[src/rtl/int_alu_pkg.sv]
// Shared definitions for the serial integer ALU blocks: FSM state encoding
// and a counter-width helper.
package int_alu_pkg;

    typedef enum logic [1:0] {
        ST_IDLE = 2'd0,
        ST_BUSY = 2'd1,
        ST_DONE = 2'd2
    } sub_state_e;

    // Width needed to count nchunk slices; never narrower than one bit so a
    // single-chunk configuration still has a legal counter.
    function automatic int cnt_width(input int nchunk);
        int w;
        w = $clog2(nchunk);
        if (w < 1) begin
            w = 1;
        end else begin
            w = w;
        end
        return w;
    endfunction

endpackage

[src/rtl/int_sub_chunk.sv]
// Combinational CHUNK_WIDTH-bit subtract with borrow in and borrow out.
module int_sub_chunk
    import int_alu_pkg::*;
#(
    parameter int CHUNK_WIDTH = 8
) (
    input  logic [CHUNK_WIDTH-1:0] a,
    input  logic [CHUNK_WIDTH-1:0] b,
    input  logic                   borrow_in,
    output logic [CHUNK_WIDTH-1:0] diff,
    output logic                   borrow_out
);

    logic [CHUNK_WIDTH:0] full_s;

    // Extend by one bit so the top bit of the result is the borrow.
    always_comb begin
        full_s     = {1'b0, a} - {1'b0, b} - {{CHUNK_WIDTH{1'b0}}, borrow_in};
        diff       = full_s[CHUNK_WIDTH-1:0];
        borrow_out = full_s[CHUNK_WIDTH];
    end

endmodule

[src/rtl/int_sub_serial.sv]
// Multi-cycle subtractor: diff = data_a - data_b - borrow_in, one chunk per
// cycle with a rippled borrow, behind valid/ready handshakes on both sides.
module int_sub_serial
    import int_alu_pkg::*;
#(
    parameter int DATA_WIDTH  = 32,
    parameter int CHUNK_WIDTH = 8
) (
    input  logic                  clk,
    input  logic                  rst,
    input  logic                  in_valid,
    output logic                  in_ready,
    input  logic [DATA_WIDTH-1:0] data_a,
    input  logic [DATA_WIDTH-1:0] data_b,
    input  logic                  borrow_in,
    output logic                  out_valid,
    input  logic                  out_ready,
    output logic [DATA_WIDTH-1:0] diff,
    output logic                  borrow_out,
    output logic                  overflow
);

    localparam int NCHUNK = DATA_WIDTH / CHUNK_WIDTH;
    localparam int CNT_W  = cnt_width(NCHUNK);
    localparam logic [CNT_W-1:0] CNT_LAST = CNT_W'(NCHUNK - 1);

    generate
        if ((DATA_WIDTH % CHUNK_WIDTH) != 0) begin : g_bad_width
            $error("int_sub_serial: DATA_WIDTH must be a multiple of CHUNK_WIDTH");
        end
    endgenerate

    sub_state_e            state_q, state_d;
    logic [DATA_WIDTH-1:0] a_q, a_d;
    logic [DATA_WIDTH-1:0] b_q, b_d;
    logic                  borrow_q, borrow_d;
    logic [CNT_W-1:0]      cnt_q, cnt_d;
    logic [DATA_WIDTH-1:0] res_q, res_d;
    logic                  a_msb_q, a_msb_d;
    logic                  b_msb_q, b_msb_d;
    logic [DATA_WIDTH-1:0] diff_q, diff_d;
    logic                  borrow_out_q, borrow_out_d;
    logic                  overflow_q, overflow_d;

    logic [CHUNK_WIDTH-1:0] chunk_diff_s;
    logic                   chunk_borrow_s;
    logic [DATA_WIDTH-1:0]  res_shift_s;

    int_sub_chunk #(
        .CHUNK_WIDTH(CHUNK_WIDTH)
    ) u_chunk (
        .a          (a_q[CHUNK_WIDTH-1:0]),
        .b          (b_q[CHUNK_WIDTH-1:0]),
        .borrow_in  (borrow_q),
        .diff       (chunk_diff_s),
        .borrow_out (chunk_borrow_s)
    );

    // New chunk enters the result from the top so after NCHUNK steps the
    // lowest chunk has reached bit 0; written as shift/or so NCHUNK=1 works.
    always_comb begin
        res_shift_s = (res_q >> CHUNK_WIDTH)
                    | (DATA_WIDTH'(chunk_diff_s) << (DATA_WIDTH - CHUNK_WIDTH));
    end

    // Next-state and datapath control for IDLE/BUSY/DONE.
    always_comb begin
        state_d      = state_q;
        a_d          = a_q;
        b_d          = b_q;
        borrow_d     = borrow_q;
        cnt_d        = cnt_q;
        res_d        = res_q;
        a_msb_d      = a_msb_q;
        b_msb_d      = b_msb_q;
        diff_d       = diff_q;
        borrow_out_d = borrow_out_q;
        overflow_d   = overflow_q;
        case (state_q)
            ST_IDLE: begin
                if (in_valid) begin
                    a_d      = data_a;
                    b_d      = data_b;
                    borrow_d = borrow_in;
                    a_msb_d  = data_a[DATA_WIDTH-1];
                    b_msb_d  = data_b[DATA_WIDTH-1];
                    cnt_d    = {CNT_W{1'b0}};
                    res_d    = {DATA_WIDTH{1'b0}};
                    state_d  = ST_BUSY;
                end else begin
                    state_d  = ST_IDLE;
                end
            end
            ST_BUSY: begin
                a_d      = a_q >> CHUNK_WIDTH;
                b_d      = b_q >> CHUNK_WIDTH;
                borrow_d = chunk_borrow_s;
                res_d    = res_shift_s;
                if (cnt_q == CNT_LAST) begin
                    diff_d       = res_shift_s;
                    borrow_out_d = chunk_borrow_s;
                    overflow_d   = (a_msb_q != b_msb_q)
                                && (res_shift_s[DATA_WIDTH-1] != a_msb_q);
                    state_d      = ST_DONE;
                end else begin
                    cnt_d        = cnt_q + CNT_W'(1);
                    state_d      = ST_BUSY;
                end
            end
            ST_DONE: begin
                if (out_ready) begin
                    state_d = ST_IDLE;
                end else begin
                    state_d = ST_DONE;
                end
            end
            default: begin
                state_d = ST_IDLE;
            end
        endcase
    end

    // State, operand, counter and result registers with synchronous reset.
    always_ff @(posedge clk) begin
        if (rst) begin
            state_q      <= ST_IDLE;
            a_q          <= {DATA_WIDTH{1'b0}};
            b_q          <= {DATA_WIDTH{1'b0}};
            borrow_q     <= 1'b0;
            cnt_q        <= {CNT_W{1'b0}};
            res_q        <= {DATA_WIDTH{1'b0}};
            a_msb_q      <= 1'b0;
            b_msb_q      <= 1'b0;
            diff_q       <= {DATA_WIDTH{1'b0}};
            borrow_out_q <= 1'b0;
            overflow_q   <= 1'b0;
        end else begin
            state_q      <= state_d;
            a_q          <= a_d;
            b_q          <= b_d;
            borrow_q     <= borrow_d;
            cnt_q        <= cnt_d;
            res_q        <= res_d;
            a_msb_q      <= a_msb_d;
            b_msb_q      <= b_msb_d;
            diff_q       <= diff_d;
            borrow_out_q <= borrow_out_d;
            overflow_q   <= overflow_d;
        end
    end

    // Handshake flags decode the state register only; results come from flops.
    always_comb begin
        in_ready   = (state_q == ST_IDLE);
        out_valid  = (state_q == ST_DONE);
        diff       = diff_q;
        borrow_out = borrow_out_q;
        overflow   = overflow_q;
    end

endmodule

[config.mk]
export PLATFORM = sky130hd
export DESIGN_NAME = int_sub_serial
export DESIGN_NICKNAME = d
export VERILOG_FILES = /design/src/rtl/int_alu_pkg.sv /design/src/rtl/int_sub_chunk.sv /design/src/rtl/int_sub_serial.sv
export SDC_FILE = /design/constraint.sdc
export NUM_CORES = 1
export LEC_CHECK = 0
export ABC_AREA = 0
export BUFFER_PORTS_ARGS = -buffer_cell sky130_fd_sc_hd__buf_4
export CORE_AREA = 4 4 125 127
export CTS_BUF_LIST = sky130_fd_sc_hd__clkbuf_4
export DETAILED_ROUTE_END_ITERATION = 7
export DIE_AREA = 0 0 129 131
export PLACE_DENSITY = 0.72
export SYNTH_ARGS = -nofsm -noshare
export SYNTH_HDL_FRONTEND = slang
export SYNTH_SLANG_ARGS = --single-unit
[constraint.sdc]
create_clock -name clk -period 2.4 [get_ports clk]
set_input_delay 0.72 -clock clk [delete_from_list [all_inputs] [get_ports clk]]
set_output_delay 0.72 -clock clk [all_outputs]
set_load 0.03 [all_outputs]
## Word level (Yosys, flattened, before mapping)

Cells that the tools add are included.

| storage, ports and cells | value |
|---|---|
| register bits after elaboration | 137 |
| input bits | 69 |
| word-level logic and storage cells | 44 |

| cells by class | value |
|---|---|
| add/subtract/negate cells | 3 |
| equal/unequal tests | 7 |
| mux-type cells | 15 |
| bitwise logic cells | 1 |
| reductions and logical operators | 7 |

Operator list:

| kind | number |
|---|---|
| 32-bit case mux with 2 select lines | 3 |
| 32-bit two-way mux | 3 |
| 24-bit by 32-bit bitwise OR with 32-bit output | 1 |
| 8-bit by 8-bit subtractor with 9-bit output | 1 |
| 9-bit by 1-bit subtractor with 9-bit output | 1 |
| 2-bit two-way mux | 4 |
| 2-bit case mux with 3 select lines | 1 |
| 2-bit AND reduction | 3 |
| 2-bit equality test (second input constant) | 2 |
| 2-bit inequality test (second input constant) | 2 |
| 2-bit case mux with 2 select lines | 1 |
| 3-bit AND reduction | 1 |
| 2-bit by 1-bit adder with 2-bit output (second input constant) | 1 |
| 2-bit by 1-bit equality test with 1-bit output (second input constant) | 1 |
| 2-bit logical NOT | 1 |
| 1-bit two-way mux | 2 |
| 1-bit inequality test | 2 |
| 1-bit case mux with 2 select lines | 1 |
| 2-bit nonzero test | 1 |
| 1-bit logical AND | 1 |

## Depth between registers and ports, before layout

Gate-level depths: netlist (run 1).

| logic depth | value |
|---|---|
| depth in word-level cells | 5 |
| mapped depth | 9 |

## Modules after synthesis

Synthesis (run 1) repeated with hierarchy kept, for this count alone.

| unflattened totals | value |
|---|---|
| cell total of the unflattened synthesis | 693 |
| area, all modules | 5,555.3 µm² |

By module, submodules not included:

| module | times used | cells each | area an instance (µm²) | sequential area each (µm²) |
|---|---|---|---|---|
| int_sub_serial | 1 | 617 | 5,001.0 | 2,582.5 |
| int_sub_chunk | 1 | 76 | 554.3 | 0.0 |

## Worst setup path after synthesis (run 1)

OpenSTA, ideal clock, no wires.

| timing path | value |
|---|---|
| path type | flip-flop to flip-flop |
| start point | reg a_q[4] |
| end point | reg overflow_q (netlist: overflow) |
| arrival time | 2,294 ps |
| required time | 2,309 ps |
| setup slack | 15 ps |
| stages on the path, launching flop included | 10 |
| path buffers | 0 |
| clock period less this slack | 2,385 ps |
| cell sequence | dfxtp_1 inv_1 ha_1 inv_1 ha_1 a211o_1 a31o_1 or3_4 a211o_1 a311oi_1 |

| between the ends | value |
|---|---|
| cells in the longest elaborated chain, start to end | 5 |

RTL lines:

| what | RTL line | source |
|---|---|---|
| start: declaration | int_sub_serial.sv:34 | `logic [DATA_WIDTH-1:0] a_q, a_d;` |
| start signal: assignment | int_sub_serial.sv:127 | `a_q <= {DATA_WIDTH{1'b0}};` |
| 8-bit by 8-bit subtractor with 9-bit output | int_sub_chunk.sv:18 | `full_s = {1'b0, a} - {1'b0, b} - {{CHUNK_WIDTH{1'b0}}, borrow_in};` |
| 9-bit by 1-bit subtractor with 9-bit output | int_sub_chunk.sv:18 |  |
| 24-bit by 32-bit bitwise OR with 32-bit output | int_sub_serial.sv:63 | `\| (DATA_WIDTH'(chunk_diff_s) << (DATA_WIDTH - CHUNK_WIDTH));` |
| 1-bit inequality test | int_sub_serial.sv:103 | `&& (res_shift_s[DATA_WIDTH-1] != a_msb_q);` |
| 1-bit logical AND | int_sub_serial.sv:103 |  |
| end signal: assignment | int_sub_serial.sv:148 | `overflow_q <= overflow_d;` |
| end: declaration | int_sub_serial.sv:43 | `logic overflow_q, overflow_d;` |

No other way between the ends.
A chain may end at the register's enable or synchronous reset.

## Final worst setup path (run 1)

Same ends and word-level chain as after synthesis.

==> metrics, run 1 <==
status finished clean; r2r worst-path depth 9; RePlAce Congestion 0.778; part of the power in registers 49.5%; mux share of post-synthesis cell area 0.196%; Sink Count 129; CP Class register to register; RSZ-0062 raised after global routing yes; synthesized flop and latch total 129; Post-CTS Setup Bufs 0; reg2reg start a_q[4]; period utilization 98.2%; total CTS buffers 17; R2R Setup Slk 0.04 ns; sequential-to-total area share from yosys stat 44.9%; ANT nets after route 0; fraction of registers with async set/reset 0%; Die X 129 um; Final TNS setup 0 ns; initial antenna violation count 1; CORE AREA 14400 sq um; worst-path maximum fanout 2; dpl hpwl 9850 um; TritonCTS clock tree yes; critical path launch point type register; Main synth FF type dfxtp_1; Worst EP required 2.85 ns; synthesized net count 846; Total Power 4.73 mW; Syn Std Cell Area 5750 sq um; Hold Startpoint data_a[24]; Clk network pwr share 29.1%; GRT Max-Usage Layer met2; CTS root buf clkbuf_4; Lkg Pwr 2.95 nW; chip height 131 um; XOR/XNOR Fraction of Synth Area 0.761%; num ports 105; Synth area leader dfxtp_1; Critical Path Sink overflow; Hold Crit Class input port to register; GRT Residual Overflow 0; Post-synth EDFFs 0; vias per std cell 5.02; switching share of power 31.5%; most common cell in the synthesized netlist nor2_1; initial DRC count 319; clk_skew 0.0278 ns; met1 Use GR 21.4%; Die ar. 16900 sq um; main area contributors after synthesis dfxtp_1 45%, nor2_1 12%, a21oi_1 7.6%, nor2b_1 5.5%, a22oi_1 4.7%; Wirelength per Cell 13.8 um; register area 2590 sq um; mean area per synthesized cell 7.57 sq um; Syn Inst Count 760; Netlist cell types 41; Fin. Hold Viols 0; Power per Cell Area 676 nW/um^2; Worst-path clk slew 0.12 ns; share of the synthesized area in the top cell type 44.9%; f_max 424 MHz; peak supply drop 392 uV; filler cell count 1494; Final Util 48.4%; adder-cell share of the synthesized area 3.96%; Final Max Tran Viols 0; met2 Use GR 28.0%; Synth Area in Simple Gates 28.6%; Tmin final 2.36 ns; Critical Path Start a_q[4]; Max-slew headroom 33.8%; Combinational Power Share 21.3%; Final Setup Violations 0; buffers added on ports 104; sw power 1.49 mW; Least-Margin Pin Slew 0.993 ns; internal power 3.24 mW; worst path arrival time 2.81 ns; first-pass GRT wire length 23100 um; RR Endpoint overflow; Initial Util 39.9%; GRT Overall Usage 17.1%; DR pass1 iterations 7; max-cap viol count 0; multi-input logic area 2870 sq um; share of layout cells above drive strength 1 19.4%; H-tree depth 4; vias 5224; main combinational cell family by area after synthesis simple AND/OR/NAND/NOR gates; Worst-Skew Late Latency 0.54 ns; Synth top cells by count 187 x nor2_1, 129 x dfxtp_1, 87 x a21oi_1, 69 x nand2_1, 54 x clkbuf_1; Synth Area in Compound Gates 16.0%; DR DRC count 0; fin nets 929; GR Util met3 5.65%; largest net degree at the start of global routing 98; Synth Warn # 0; vias in the first global route 4772; final WL 14300 um; Area Growth Syn to Fin 21.4%; hold path depth 3; FP Rows 44; Bufs on Longest Clock Path 2; critical path capture point type register
-- worst min path at each step --
stage / end / slack (ns)
CTS: a_q[24] / 0.36
global route: b_q[29] / 0.36
global placement: diff[13] / 0.45
finish: a_q[24] / 0.42
floorplan: diff[0] / 0.43
detailed placement: diff[22] / 0.45
-- layout by cell type, fill, tap and decap left out, types with 17 or more instances in the layout --
cell type / n
nor2b_1: 51
buf_4: 123
a22oi_1: 36
dfxtp_1: 126
nor3_1: 40
inv_1: 25
a21oi_1: 87
nand2_1: 69
clkbuf_4: 17
nor2_1: 186
-- metal layers --
metal	wire length, um	vias to the layer above
met5	0	-
met4	205	0
met3	715	15
met2	6900	99
met1	6490	2418
li1	-	2692
-- metrics by stage --
stage / hold WS (ns) / instance area (sq um) / std cells / setup slack, ns
detailed placement: 0.451 / 6710 / 1008 / -0.0774
finish: 0.419 / 6990 / 1041 / 0.0441
global placement: 0.446 / 6710 / 1008 / 0.00693
global route: 0.361 / 6990 / 1041 / -0.0260
CTS: 0.356 / 6970 / 1040 / 0.0314
floorplan: 0.432 / 5750 / 760 / 0.0155
-- layout make-up --
cell class | count | share of cell area (%)
well taps | 184 | 3.29
flip-flops and latches | 129 | 37.0
clock buffers | 17 | 1.83
diodes | 1 | 0.0358
repair buffers | 124 | 13.5
clock inverters | 15 | 1.92
inverters | 25 | 1.34
multi-input cells | 546 | 41.1
-- power by group through the flow --
stage          clock [mW]  combinational (mW)  sequential [mW]
2_1_floorplan           0               0.695             2.37
3_3_place_gp            0               0.984             2.39
3_5_place_dp            0               0.996             2.39
4_1_cts              1.42                1.00             2.34
5_1_grt              1.51                1.14             2.36
6_report             1.38                1.01             2.34
-- logic make-up after synthesis --
family          after synthesis
compound gates              152
fa+ha+maj                    17
mux                           1
flops                       129
simple gates                371
buf+inv                      85
xor+xnor                      5
-- critical path, stage by stage, from the launching register on --
cell and delay, ns:
dfxtp_1 0.33, inv_1 0.05, ha_1 0.27, inv_1 0.04, ha_1 0.28, a211o_1 0.26
a31o_1 0.22, or3_4 0.33, a211o_1 0.28, a311oi_2 0.23
-- timing repair --
action	in CTS	in global routing
hold buffers	0	0
endpoints found under the hold margin	0	0
setup endpoints to repair	1	4
pin swaps	6	2
gates cloned	0	0
gates resized for setup	1	6
-- registers in the layout, indices dropped and copies added (netlist names) --
signal	cells
a_msb_q	1
a_q	32
b_msb_q	1
b_q	32
borrow_out	1
borrow_q	1
cnt_q	2
diff	32
overflow	1
res_q	24
state_q	2
Power figures use the tool's default switching activity.
==> run 2: changes to the inputs <==
ABC_AREA = default   (was 0)
BUFFER_PORTS_ARGS = -buffer_cell sky130_fd_sc_hd__buf_2   (was -buffer_cell sky130_fd_sc_hd__buf_4)
REMOVE_ABC_BUFFERS = 1   (was default)
==> metrics, run 2 (synthesis results as in run 1) <==
fin nets 932; final WL 13400 um; peak supply drop 440 uV; Worst-Skew Late Latency 0.56 ns; period utilization 96.9%; internal power 3.32 mW; Area Growth Syn to Fin 18.2%; Placed Area 6490 sq um; Lkg Pwr 2.93 nW; Post-CTS Setup Bufs 0; H-tree depth 4; switching share of power 29.8%; largest net degree at the start of global routing 87; Least-Margin Pin Slew 0.448 ns; first-pass GRT wire length 21900 um; Final Instance Area 6800 sq um; Fin. Hold Viols 0; RePlAce Congestion 0.850; Tmin final 2.33 ns; Worst-path clk slew 0.11 ns; CP Class register to register; Final Util 47.2%; dpl hpwl 8770 um; Clk network pwr share 29.7%; max-cap viol count 0; Power per Cell Area 696 nW/um^2; sw power 1.41 mW; clk_skew 0.0189 ns; worst path arrival time 2.80 ns; worst-path maximum fanout 2; CTS root buf clkbuf_4; DR pass1 iterations 5; most frequent cells in the layout 186 x nor2_1, 124 x dfxtp_1, 103 x buf_2; Placed Cells incl. Taps 1011; GRT Overall Usage 16.1%; hold_ws 0.397 ns; Die X 129 um; vias per std cell 4.96; Final Setup Violations 0; Die ar. 16900 sq um; hold buffer count at cts 0; critical path launch point type register; Final Max Tran Viols 0; Combinational Power Share 20.9%; vias 5175; buffers added on ports 104; f_max 430 MHz; FP Rows 44; chip height 131 um; Initial Util 39.9%; Worst EP required 2.88 ns; Bufs on Longest Clock Path 2; total CTS buffers 17; Sink Count 129; Final Instance Count excl. Fillers 1044; initial antenna violation count 1; status finished clean; critical path capture point type register; share of layout cells above drive strength 1 20.0%; initial DRC count 335; Wirelength per Cell 12.8 um; DR DRC count 0; TritonCTS clock tree yes; ANT nets after route 0; part of the power in registers 49.4%; GRT Residual Overflow 0; Hold Crit Class input port to register; Max-slew headroom 70.1%; vias in the first global route 4687; commonest non-fill, non-tap cell in the layout nor2_1; num ports 105; CORE AREA 14400 sq um
[run 2: cell count changes in the layout (fill, tap and decap cells not counted), sizes merged]
cell      previous run  this run
bufinv               1         2
clkbuf              17        19
clkinvlp             6         3
buf                124       127
inv                 29        25
clkinv               4         8
[run 2: area by class of cell]
type                            instances  area, sq um
Fill cell                            1449         7620
Multi-Input combinational cell        546         2900
Sequential cell                       129         2590
Timing Repair Buffer                  127          721
Tap cell                              184          230
Clock buffer                           19          143
Clock inverter                         13          120
Inverter                               25         93.8
Antenna cell                            1         2.50
[run 2: per-stage QoR]
stage	power, mW	setup TNS [ns]	setup slack (ns)
final	4.74	0	0.0745
after CTS	4.76	0	0.00368
after floorplan	3.01	-112.67	-1.64
after global routing	5.02	-0.0365	-0.0365
after detailed placement	3.35	-0.0556	-0.0556
after global placement	3.33	-0.0177	-0.0177
[run 2: layer usage]
| layer | GRT usage [%] | vias up | routed length [um] |
|---|---|---|---|
| li1 | - | 2702 | - |
| met3 | 5.28 | 13 | 902 |
| met4 | 5.56 | 0 | 110 |
| met1 | 20.1 | 2323 | 6140 |
| met5 | 0 | - | 0 |
| met2 | 26.1 | 137 | 6230 |
[run 2: final timing paths]
check | from | endpoint | slack [ns] | depth (start not counted)
max | borrow_q | overflow | 0.07 | 9
min reg2reg | diff[10] | diff[10] | 0.46 | 2
max reg2reg | borrow_q | overflow | 0.07 | 9
min | data_b[25] | b_q[25] | 0.40 | 3
[run 2: power by group through the flow]
stage | Clock (mW) | Sequential (mW) | Combinational [mW]
after global routing | 1.54 | 2.36 | 1.13
after global placement | 0 | 2.39 | 0.944
after floorplan | 0 | 2.39 | 0.624
after detailed placement | 0 | 2.39 | 0.956
after CTS | 1.46 | 2.34 | 0.962
final | 1.41 | 2.34 | 0.988
[run 2: what timing repair did]
| action | 4_1_cts | 5_1_grt |
|---|---|---|
| resized for setup | 1 | 13 |
| pin swaps | 2 | 9 |
| setup endpoints to repair | 1 | 4 |
[run 2: worst max-delay path: stages (launching register included)]
cell and delay, ns:
dfxtp_2 0.34, inv_1 0.05, fa_1 0.52, inv_1 0.05, ha_2 0.17, o21ai_2 0.16
a21oi_2 0.08, or3_4 0.37, a211o_1 0.26, a311oi_1 0.24
